File: src/rtl/mesi_isc_breq_arb_pkg.sv
// Shared definitions for the broadcast-request arbiter: CPU count,
// broadcast request type codes and the arbiter FSM state encoding.
package mesi_isc_breq_arb_pkg;

  localparam int CPU_COUNT    = 4;
  localparam int CPU_ID_WIDTH = 2;

  typedef logic [1:0] breq_type_t;

  localparam breq_type_t MESI_ISC_BREQ_TYPE_NOP = 2'd0;
  localparam breq_type_t MESI_ISC_BREQ_TYPE_WR  = 2'd1;
  localparam breq_type_t MESI_ISC_BREQ_TYPE_RD  = 2'd2;

  typedef enum logic [1:0] {
    ST_IDLE = 2'd0,
    ST_POP  = 2'd1,
    ST_PUSH = 2'd2
  } breq_state_e;

  function automatic logic [CPU_ID_WIDTH-1:0] rr_after(input logic [CPU_ID_WIDTH-1:0] g);
    return g + 1'b1;
  endfunction

endpackage

File: src/rtl/mesi_isc_breq_arb_rr_arb4.sv
// 4-way round-robin priority select: the first requester found scanning
// upward (mod 4) from ptr wins. Purely combinational.
module mesi_isc_rr_arb4
  import mesi_isc_breq_arb_pkg::*;
(
  input  logic [CPU_COUNT-1:0]    req,
  input  logic [CPU_ID_WIDTH-1:0] ptr,
  output logic                    gnt_valid,
  output logic [CPU_ID_WIDTH-1:0] gnt_id
);

  always_comb begin : p_select
    logic [CPU_ID_WIDTH-1:0] idx;
    idx       = '0;
    gnt_valid = 1'b0;
    gnt_id    = ptr;
    // Scan farthest-first so the closest requester to ptr is written last.
    for (int i = CPU_COUNT - 1; i >= 0; i--) begin
      idx = ptr + CPU_ID_WIDTH'(i);
      if (req[idx]) begin
        gnt_valid = 1'b1;
        gnt_id    = idx;
      end
    end
  end

endmodule

File: src/rtl/mesi_isc_breq_arb.sv
// Broadcast request arbiter: pops one per-CPU request FIFO head in
// round-robin order and pushes it into the broadcast FIFO.
//
// state   | meaning
// --------+---------------------------------------------------------------
// IDLE    | pick a non-empty CPU, latch grant, advance rr pointer
// POP     | re-check grant still non-empty; strobe pop and capture head
// PUSH    | push captured entry when broadcast FIFO not full, else hold
module mesi_isc_breq_arb
  import mesi_isc_breq_arb_pkg::*;
#(
  parameter int BROAD_TYPE_WIDTH = 2,
  parameter int BROAD_ID_WIDTH   = 5,
  parameter int ADDR_WIDTH       = 32
) (
  input  logic                              clk,
  input  logic                              rst,
  input  logic [CPU_COUNT-1:0]              fifo_status_empty_array_i,
  input  logic [CPU_COUNT*BROAD_TYPE_WIDTH-1:0] breq_type_array_i,
  input  logic [CPU_COUNT*BROAD_ID_WIDTH-1:0]   breq_id_array_i,
  input  logic [CPU_COUNT*ADDR_WIDTH-1:0]       breq_addr_array_i,
  output logic [CPU_COUNT-1:0]              fifo_rd_array_o,
  input  logic                              broad_fifo_status_full_i,
  output logic                              broad_fifo_wr_o,
  output logic [BROAD_TYPE_WIDTH-1:0]       broad_type_o,
  output logic [CPU_ID_WIDTH-1:0]           broad_cpu_id_o,
  output logic [BROAD_ID_WIDTH-1:0]         broad_id_o,
  output logic [ADDR_WIDTH-1:0]             broad_addr_o
);

  breq_state_e               state_q, state_d;
  logic [CPU_ID_WIDTH-1:0]   rr_ptr_q;
  logic [CPU_ID_WIDTH-1:0]   gnt_q;
  logic                      arb_valid;
  logic [CPU_ID_WIDTH-1:0]   arb_id;
  logic [CPU_COUNT-1:0]      arb_req;

  logic [BROAD_TYPE_WIDTH-1:0] sel_type;
  logic [BROAD_ID_WIDTH-1:0]   sel_id;
  logic [ADDR_WIDTH-1:0]       sel_addr;
  logic                        sel_empty;
  logic                        sel_nop;

  logic [CPU_COUNT-1:0]      rd_d;
  logic                      wr_d;
  logic                      capture;
  logic                      grant_load;

  // A CPU whose pop strobe is still out has a stale head until the FIFO
  // updates, so it is kept out of the next selection.
  assign arb_req = ~fifo_status_empty_array_i & ~fifo_rd_array_o;

  mesi_isc_rr_arb4 u_rr_arb4 (
    .req       (arb_req),
    .ptr       (rr_ptr_q),
    .gnt_valid (arb_valid),
    .gnt_id    (arb_id)
  );

  assign sel_type  = breq_type_array_i[int'(gnt_q)*BROAD_TYPE_WIDTH +: BROAD_TYPE_WIDTH];
  assign sel_id    = breq_id_array_i[int'(gnt_q)*BROAD_ID_WIDTH +: BROAD_ID_WIDTH];
  assign sel_addr  = breq_addr_array_i[int'(gnt_q)*ADDR_WIDTH +: ADDR_WIDTH];
  assign sel_empty = fifo_status_empty_array_i[gnt_q];
  assign sel_nop   = (sel_type == BROAD_TYPE_WIDTH'(MESI_ISC_BREQ_TYPE_NOP));

  always_ff @(posedge clk) begin
    if (rst) begin
      state_q <= ST_IDLE;
    end else begin
      state_q <= state_d;
    end
  end

  always_comb begin
    state_d = state_q;
    unique case (state_q)
      ST_IDLE: if (arb_valid) state_d = ST_POP;
      ST_POP: begin
        if (sel_empty || sel_nop) state_d = ST_IDLE;
        else                      state_d = ST_PUSH;
      end
      ST_PUSH: if (!broad_fifo_status_full_i) state_d = ST_IDLE;
      default: state_d = ST_IDLE;
    endcase
  end

  always_comb begin
    rd_d       = '0;
    wr_d       = 1'b0;
    capture    = 1'b0;
    grant_load = 1'b0;
    unique case (state_q)
      ST_IDLE: grant_load = arb_valid;
      ST_POP: begin
        if (!sel_empty) begin
          rd_d    = CPU_COUNT'(1) << gnt_q;
          capture = 1'b1;
        end
      end
      ST_PUSH: wr_d = !broad_fifo_status_full_i;
      default: ;
    endcase
  end

  always_ff @(posedge clk) begin
    if (rst) begin
      rr_ptr_q        <= '0;
      gnt_q           <= '0;
      fifo_rd_array_o <= '0;
      broad_fifo_wr_o <= 1'b0;
      broad_type_o    <= '0;
      broad_cpu_id_o  <= '0;
      broad_id_o      <= '0;
      broad_addr_o    <= '0;
    end else begin
      fifo_rd_array_o <= rd_d;
      broad_fifo_wr_o <= wr_d;
      if (grant_load) begin
        gnt_q    <= arb_id;
        rr_ptr_q <= rr_after(arb_id);
      end
      // Entry fields only change on a pop, so they stay put across stalls.
      if (capture) begin
        broad_type_o   <= sel_type;
        broad_cpu_id_o <= gnt_q;
        broad_id_o     <= sel_id;
        broad_addr_o   <= sel_addr;
      end
    end
  end

endmodule
File: config.mk
export PLATFORM = sky130hd
export DESIGN_NAME = mesi_isc_breq_arb
export DESIGN_NICKNAME = d
export VERILOG_FILES = /design/src/rtl/mesi_isc_breq_arb_pkg.sv /design/src/rtl/mesi_isc_breq_arb_rr_arb4.sv /design/src/rtl/mesi_isc_breq_arb.sv
export SDC_FILE = /design/constraint.sdc
export NUM_CORES = 1
export LEC_CHECK = 0
export CAP_MARGIN = 20
export CORE_MARGIN = 3
export CORE_UTILIZATION = 50
export DETAILED_ROUTE_END_ITERATION = 10
export DONT_BUFFER_PORTS = 1
export PLACE_DENSITY = 0.66
export SLEW_MARGIN = 5
export SYNTH_ARGS = -nofsm -noshare
export SYNTH_HDL_FRONTEND = slang
export SYNTH_SLANG_ARGS = --single-unit
export TNS_END_PERCENT = 30
File: constraint.sdc
create_clock -name clk -period 1.53 [get_ports clk]
set_input_delay 0.3825 -clock clk [delete_from_list [all_inputs] [get_ports clk]]
set_output_delay 0.3825 -clock clk [all_outputs]
set_load 0.005 [all_outputs]
==> results of run 1 <==
-- registers in the layout, indices dropped and copies added, names as in the netlist --
register,count
broad_type_o,2
rr_ptr_q,2
gnt_q,2
broad_id_o,5
broad_cpu_id_o,2
fifo_rd_array_o,4
broad_addr_o,32
broad_fifo_wr_o,1
state_q,2
-- cells by family (layout without fill, tap and decap cells) --
group	Yosys count	in the layout	synth area share, %
muxes	41	41	31.4
DFF	52	52	36.3
and+or+nand+nor	111	111	16.7
buffers and inverters	26	48	3.97
AOI/OAI and AO/OA	59	59	11.7
-- metal layers --
metal	part of all wire, %	vias to the layer above	wire (um)
met4	0.99	0	85
met1	37	1139	3160
met2	54	142	4620
met5	0	-	0
met3	8.2	6	698
li1	-	1104	-
-- worst paths after layout --
| check | cells past startpoint | start | slack [ns] | endpoint |
|---|---|---|---|---|
| setup / recovery | 5 | gnt_q[0] | -0.02 | state_q[1] |
| hold / removal | 1 | rst | 0.13 | gnt_q[0] |
| setup reg to reg | 5 | gnt_q[0] | -0.02 | state_q[1] |
| hold reg to reg | 1 | state_q[0] | 0.48 | broad_fifo_wr_o |
-- report_power, final --
| group | total, uW | switching, uW | internal [uW] |
|---|---|---|---|
| clock network | 1030 | 450 | 578 |
| logic | 1580 | 673 | 908 |
| registers | 1640 | 132 | 1510 |
-- cell usage after synthesis --
cell type  count
mux4_2        39
o21ai_0        4
o211a_1        1
o221a_2        1
nand2_1       86
a21oi_2        1
inv_1          2
nor2_4         1
nand3b_1       1
nor3_1         5
nand3_1        2
nor3b_2        1
o41a_1         1
o41ai_1        1
o32ai_1        1
nor4_1         1
mux2_2         1
nor2_1         5
a21oi_1       45
nor4b_1        2
nor2b_1        1
or3_2          1
o22ai_1        1
or4_1          1
dfxtp_1       52
nor3b_1        1
nand4_1        1
a21o_1         1
mux2i_1        1
clkbuf_1      10
a221o_1        1
or2_2          2
o21bai_1       1
buf_1          1
buf_2         13
-- placed cells by master (no fill, tap or decap), drive strengths merged, types with 4 or more instances in the layout --
master,instances
nand2,86
dfxtp,52
a21oi,46
mux4,39
buf,33
clkbuf,12
nor2,6
nor3,5
o21ai,4
-- layout make-up --
cell class / count / area share (%)
repair buffers: 38 / 13.4
clock buffers: 7 / 2.70
clock inverters: 1 / 0.840
inverters: 2 / 0.210
flip-flops and latches: 52 / 29.4
well taps: 70 / 2.45
multi-input cells: 211 / 51.0
-- stage by stage --
stage / utilization, % / hold WS (ns) / instance area [um^2] / total power (uW)
floorplan: - / 0.425 / 2900 / 2610
global placement: 57.0 / 0.456 / 3040 / 2860
detailed placement: 57.0 / 0.452 / 3040 / 2880
CTS: 59.6 / 0.126 / 3180 / 3910
global route: 67.0 / 0.110 / 3570 / 4450
finish: 67.0 / 0.128 / 3570 / 4250
-- worst reg2reg max path: stages, from the launching register on --
cell and delay, ns:
dfxtp_4 0.40, buf_12 0.11, buf_12 0.12, mux4_2 0.56
o21ai_2 0.20, a21oi_2 0.07
-- timing repair --
item	CTS	global route
setup buffers	0	14
cloned	0	7
pin swaps	0	9
endpoints found under the setup margin	45	45
gates resized for setup	8	35
==> results_dict.tcl, run 1 <==
set metrics [dict create \
    timing.critical_path.arrival_ns 1.75 \
    achievable-frequency_mhz 646 \
    report.final.hold_viol_count 0 \
    num-nets-final 473 \
    drt_first_iter_violations 156 \
    cpMostUsedCell "buf_12" \
    cp-end-kind "register" \
    outcome "complete, but fails checks" \
    cp_data_required_time_ns 1.73 \
    cts_max_level 2 \
    critical_path.cell_chain "buf_12 -> buf_12 -> mux4_2 -> o21ai_2 -> a21oi_2" \
    ctsHoldBuffers 0 \
    final-max-slew-violation-count 0 \
    place_worst_setup_slack_ns -0.189 \
    path_delay_family "multiplexers" \
    maximum_fanout_along_the_worst_path 10 \
    synth_top_area_share_pct 36.3 \
    postSynthCellCount 289 \
    critPathBufInv 2 \
    floorplan.initialDensity_pct 53.8 \
    clk_transition_reported_paths_ns 0.10 \
    violations_in_the_final_reports "setup timing" \
    grt_pass1_vias 2204 \
    remaining_drc_errors 0 \
    timing.setup.critical_path_class "reg2reg" \
    floorplan.io_pins 209 \
    worst_skew_pair.late_latency_ns 0.30 \
    die-height_um 81.8 \
    largest_clock_skew_in_the_final_design_ns 0.00880 \
    total_clock_buffers_created_by_cts 5 \
    yosysUniqueCellTypes 35 \
    use_met3_pct 4.17 \
    synth.yosys.seq_area_share_pct 36.3 \
    grt_pass1_wl_um 11200 \
    grt_setup_unrepaired "yes" \
    hpwlAfterDp_um 6020 \
    totalWireLength_um 8560 \
    port_buffers 0 \
    grtUsageTotal_pct 22.0 \
    gr-usage-met1_pct 26.4 \
    filler_cell_count 437 \
    gp_routability_congestion 0.767 \
    cts.path.max_buffers 2 \
    seq_area_um2 1050 \
    wl_per_cell_um 22.5 \
    via_per_inst 6.28 \
    grt_most_used_layer "met2" \
    area_occupied_by_multi_input_gates_um2 1820 \
    ant_nets 0 \
    first_pass_iters 4 \
    design.core.area_um2 5340 \
    antennaDiodeCount 0 \
    std_cell_rows 26 \
    critical_path.max_stage_delay_ns 0.55 \
    drv_cap 0 \
    global_route.usage.met2_pct 40.4 \
    timing.hold.worst.class "in2reg" \
    finalSetupViolations 1 \
    grt_antenna_before_repair 0 \
    cts_root_buffer "clkbuf_8" \
    post-route-period-util_pct 101 \
    postSynthNetCount 452 \
    final.setup.tns_ns -0.0182 \
    ys_seq_elements 52 \
    detailroute.via_count 2391 \
    fp.dieArea_um2 6680 \
    grt_overflow 0 \
    ys_top_cells_by_area "dfxtp_1, mux4_2, nand2_1, a21oi_1, buf_2" \
    area_delta_synth_final_pct 24.6 \
    die_boundary_width_um 81.8 \
    grt_start_max_net_pins 52 \
    setup.worst_path.start_class "register" \
    vdd_ir_drop_max_mv 0.684 \
    synthesis.area_per_instance_um2 9.93 \
    period_minus_slack_ns 1.55 \
    ys_warn_count 0 \
    final_critical_path_setup_slack_ns -0.0182 \
    worst_path_max_delay_cell "mux4_2" \
    tritoncts "built" \
    finish.cell_count_without_fillers 381 \
    yosysTopAreaCell "dfxtp_1" \
    mappedNetlistArea_um2 2870 \
    timing.max_slew.rel_slack_pct 77.0 \
    cts_num_sinks 52 \
    dp_cells 352 \
    pwr_density_cell_nw_per_um2 1190 \
    tightestPinTransition_ns 0.345 \
    power.static_leakage_uw 0.00123 \
    layout-drive-gt1-share_pct 38.9 \
]
No activity file was read; power rests on OpenSTA's default activity.
==> inputs of run 2 (changes only) <==
CELL_PAD_IN_SITES_DETAIL_PLACEMENT = 1   (was default)
CELL_PAD_IN_SITES_GLOBAL_PLACEMENT = 2   (was default)
CORE_UTILIZATION = 30   (was 50)
GPL_TIMING_DRIVEN = 0   (was default)
PLACE_DENSITY = 0.72   (was 0.66)
==> run 2 against run 1 <==
The run still ends with setup timing left. Count of clock-buffer cells in the layout stayed put. Largest power group unchanged. Via count rose by 1.3%. Die area increased by 61%. Clock power decreased by 22%.
==> results_dict.tcl, run 2 (synthesized netlist as in run 1, its figures left out) <==
set metrics [dict create \
    hpwlAfterDp_um 7500 \
    timing.critical_path.arrival_ns 1.81 \
    cts_root_buffer "clkbuf_8" \
    floorplan.initialDensity_pct 30.9 \
    fp.dieArea_um2 10800 \
    cp_data_required_time_ns 1.78 \
    antennaDiodeCount 0 \
    layout-drive-gt1-share_pct 38.7 \
    setup.worst_path.start_class "register" \
    via_per_inst 5.46 \
    achievable-frequency_mhz 641 \
    grt_start_max_net_pins 16 \
    switchingPower_uw 1340 \
    p_int_uw 2790 \
    worst_skew_pair.late_latency_ns 0.31 \
    largest_clock_skew_in_the_final_design_ns 0.0137 \
    final-max-slew-violation-count 0 \
    cp-end-kind "register" \
    ant_nets 0 \
    share_comb_of_total_power_pct 40.2 \
    critical_path.max_stage_delay_ns 0.41 \
    num-nets-final 477 \
    tritoncts "built" \
    std_cell_rows 35 \
    design.core.area_um2 9280 \
    largestRegisters "broad_addr_o x32, broad_id_o x5, fifo_rd_array_o x4" \
    totalWireLength_um 10000 \
    floorplan.io_pins 209 \
    maximum_fanout_along_the_worst_path 5 \
    grt_pass1_wl_um 14600 \
    vdd_ir_drop_max_mv 0.420 \
    first_pass_iters 6 \
    port_buffers 0 \
    total_clock_buffers_created_by_cts 5 \
    drt_first_iter_violations 68 \
    layout.cells.most_common_list "nand2_1, dfxtp_1, mux4_2" \
    largest_register_ff_count 32 \
    die_boundary_width_um 104 \
    pwr-share-clk_pct 19.5 \
    wl_per_cell_um 22.6 \
    grtUsageTotal_pct 17.0 \
    post-route-period-util_pct 102 \
    holdWs_ns 0.175 \
    timing.setup.critical_path_class "reg2reg" \
    outcome "complete, but fails checks" \
    cts.path.max_buffers 2 \
    filler_cell_count 1059 \
    detailroute.via_count 2423 \
    remaining_drc_errors 0 \
    grt_pass1_vias 2697 \
    final_critical_path_setup_slack_ns -0.0302 \
    registers.top_by_ff_count "broad_addr_o" \
    period_minus_slack_ns 1.56 \
    timing.max_slew.rel_slack_pct 59.7 \
    report.final.hold_viol_count 0 \
    pwr_density_cell_nw_per_um2 1120 \
    grt_overflow 0 \
    finalSetupViolations 5 \
    grt_antenna_before_repair 1 \
    power.static_leakage_uw 0.00120 \
    leading_cell_type_in_the_layout_fill_and_taps_excluded "nand2_1" \
    pwr-share-seq_pct 40.3 \
    clk_transition_reported_paths_ns 0.10 \
    grt_setup_unrepaired "yes" \
    area_delta_synth_final_pct 28.0 \
    timing.hold.worst.class "in2reg" \
    cts_num_sinks 52 \
    violations_in_the_final_reports "setup timing" \
    drv_cap 0 \
    die-height_um 104 \
    worst_path_max_delay_cell "or4_1" \
    ctsHoldBuffers 0 \
    critical_path.cell_chain "nor3b_2 -> o32ai_1 -> a221o_1 -> or4_1 -> nand4_1" \
    gp_routability_congestion 0.823 \
    final.setup.tns_ns -0.0672 \
    switching_share_pct 32.5 \
    worst-r2r-setup-slack_ns -0.03 \
    tightestPinTransition_ns 0.604 \
    cts_max_level 2 \
]
[run 2: layout make-up]
type                    count  area (um^2)  area share (%)
clock inverters             1         8.76           0.238
repair buffers             19          275            7.49
inverters                   2         7.51           0.204
clock buffers               7         76.3            2.08
plain buffers              23          258            7.02
multi-input cells         211         1830            49.8
flip-flops and latches     52         1060            28.8
well taps                 129          161            4.39
[run 2: worst max-delay path, delay by kind of cell, from the launching register on]
kind	cells	cell delay [ns]
flip-flops	1	0.38
AND/OR/NAND/NOR	3	0.65
AO/OA/AOI/OAI	2	0.47
[run 2: through the flow]
stage | setup slack, ns | total power [uW] | instances | cell area [um^2] | utilization, %
5_1_grt | -0.101 | 4390 | 444 | 3670 | 39.6
2_1_floorplan | -0.0141 | 2610 | 289 | 2900 | -
6_report | -0.0302 | 4130 | 444 | 3670 | 39.6
4_1_cts | -0.0656 | 3930 | 435 | 3390 | 36.5
3_3_place_gp | -0.480 | 2860 | 418 | 3060 | 32.9
3_5_place_dp | -0.588 | 2880 | 418 | 3060 | 32.9
[run 2: what timing repair did]
item | CTS | global route
gates cloned | 1 | 5
pin swaps | 10 | 32
buffers inserted | 9 | 4
setup endpoints to repair | 51 | 47
resized for setup | 43 | 42
[run 2: routing by layer]
layer | up-vias | wire [um] | track usage (%)
met3 | 10 | 1010 | 6.98
met5 | - | 20 | 0
met4 | 2 | 111 | 4.65
met1 | 1161 | 3590 | 17.5
li1 | 1110 | - | -
met2 | 140 | 5280 | 31.6
[run 2: path summary, 6_finish.rpt]
| check | endpoint | from | depth (start not counted) |
|---|---|---|---|
| worst max-delay path | rr_ptr_q[1] | rr_ptr_q[1] | 5 |
| worst min-delay path | broad_fifo_wr_o | broad_fifo_status_full_i | 1 |
| worst max register to register | rr_ptr_q[1] | rr_ptr_q[1] | 5 |
| worst min register to register | broad_addr_o[12] | broad_addr_o[12] | 2 |
[run 2: power by group through the flow]
stage	logic, uW	registers, uW	clock network [uW]
final	1660	1660	805
after CTS	1420	1660	841
after floorplan	989	1620	0
after detailed placement	1210	1670	0
after global placement	1190	1660	0
after global routing	1800	1690	902
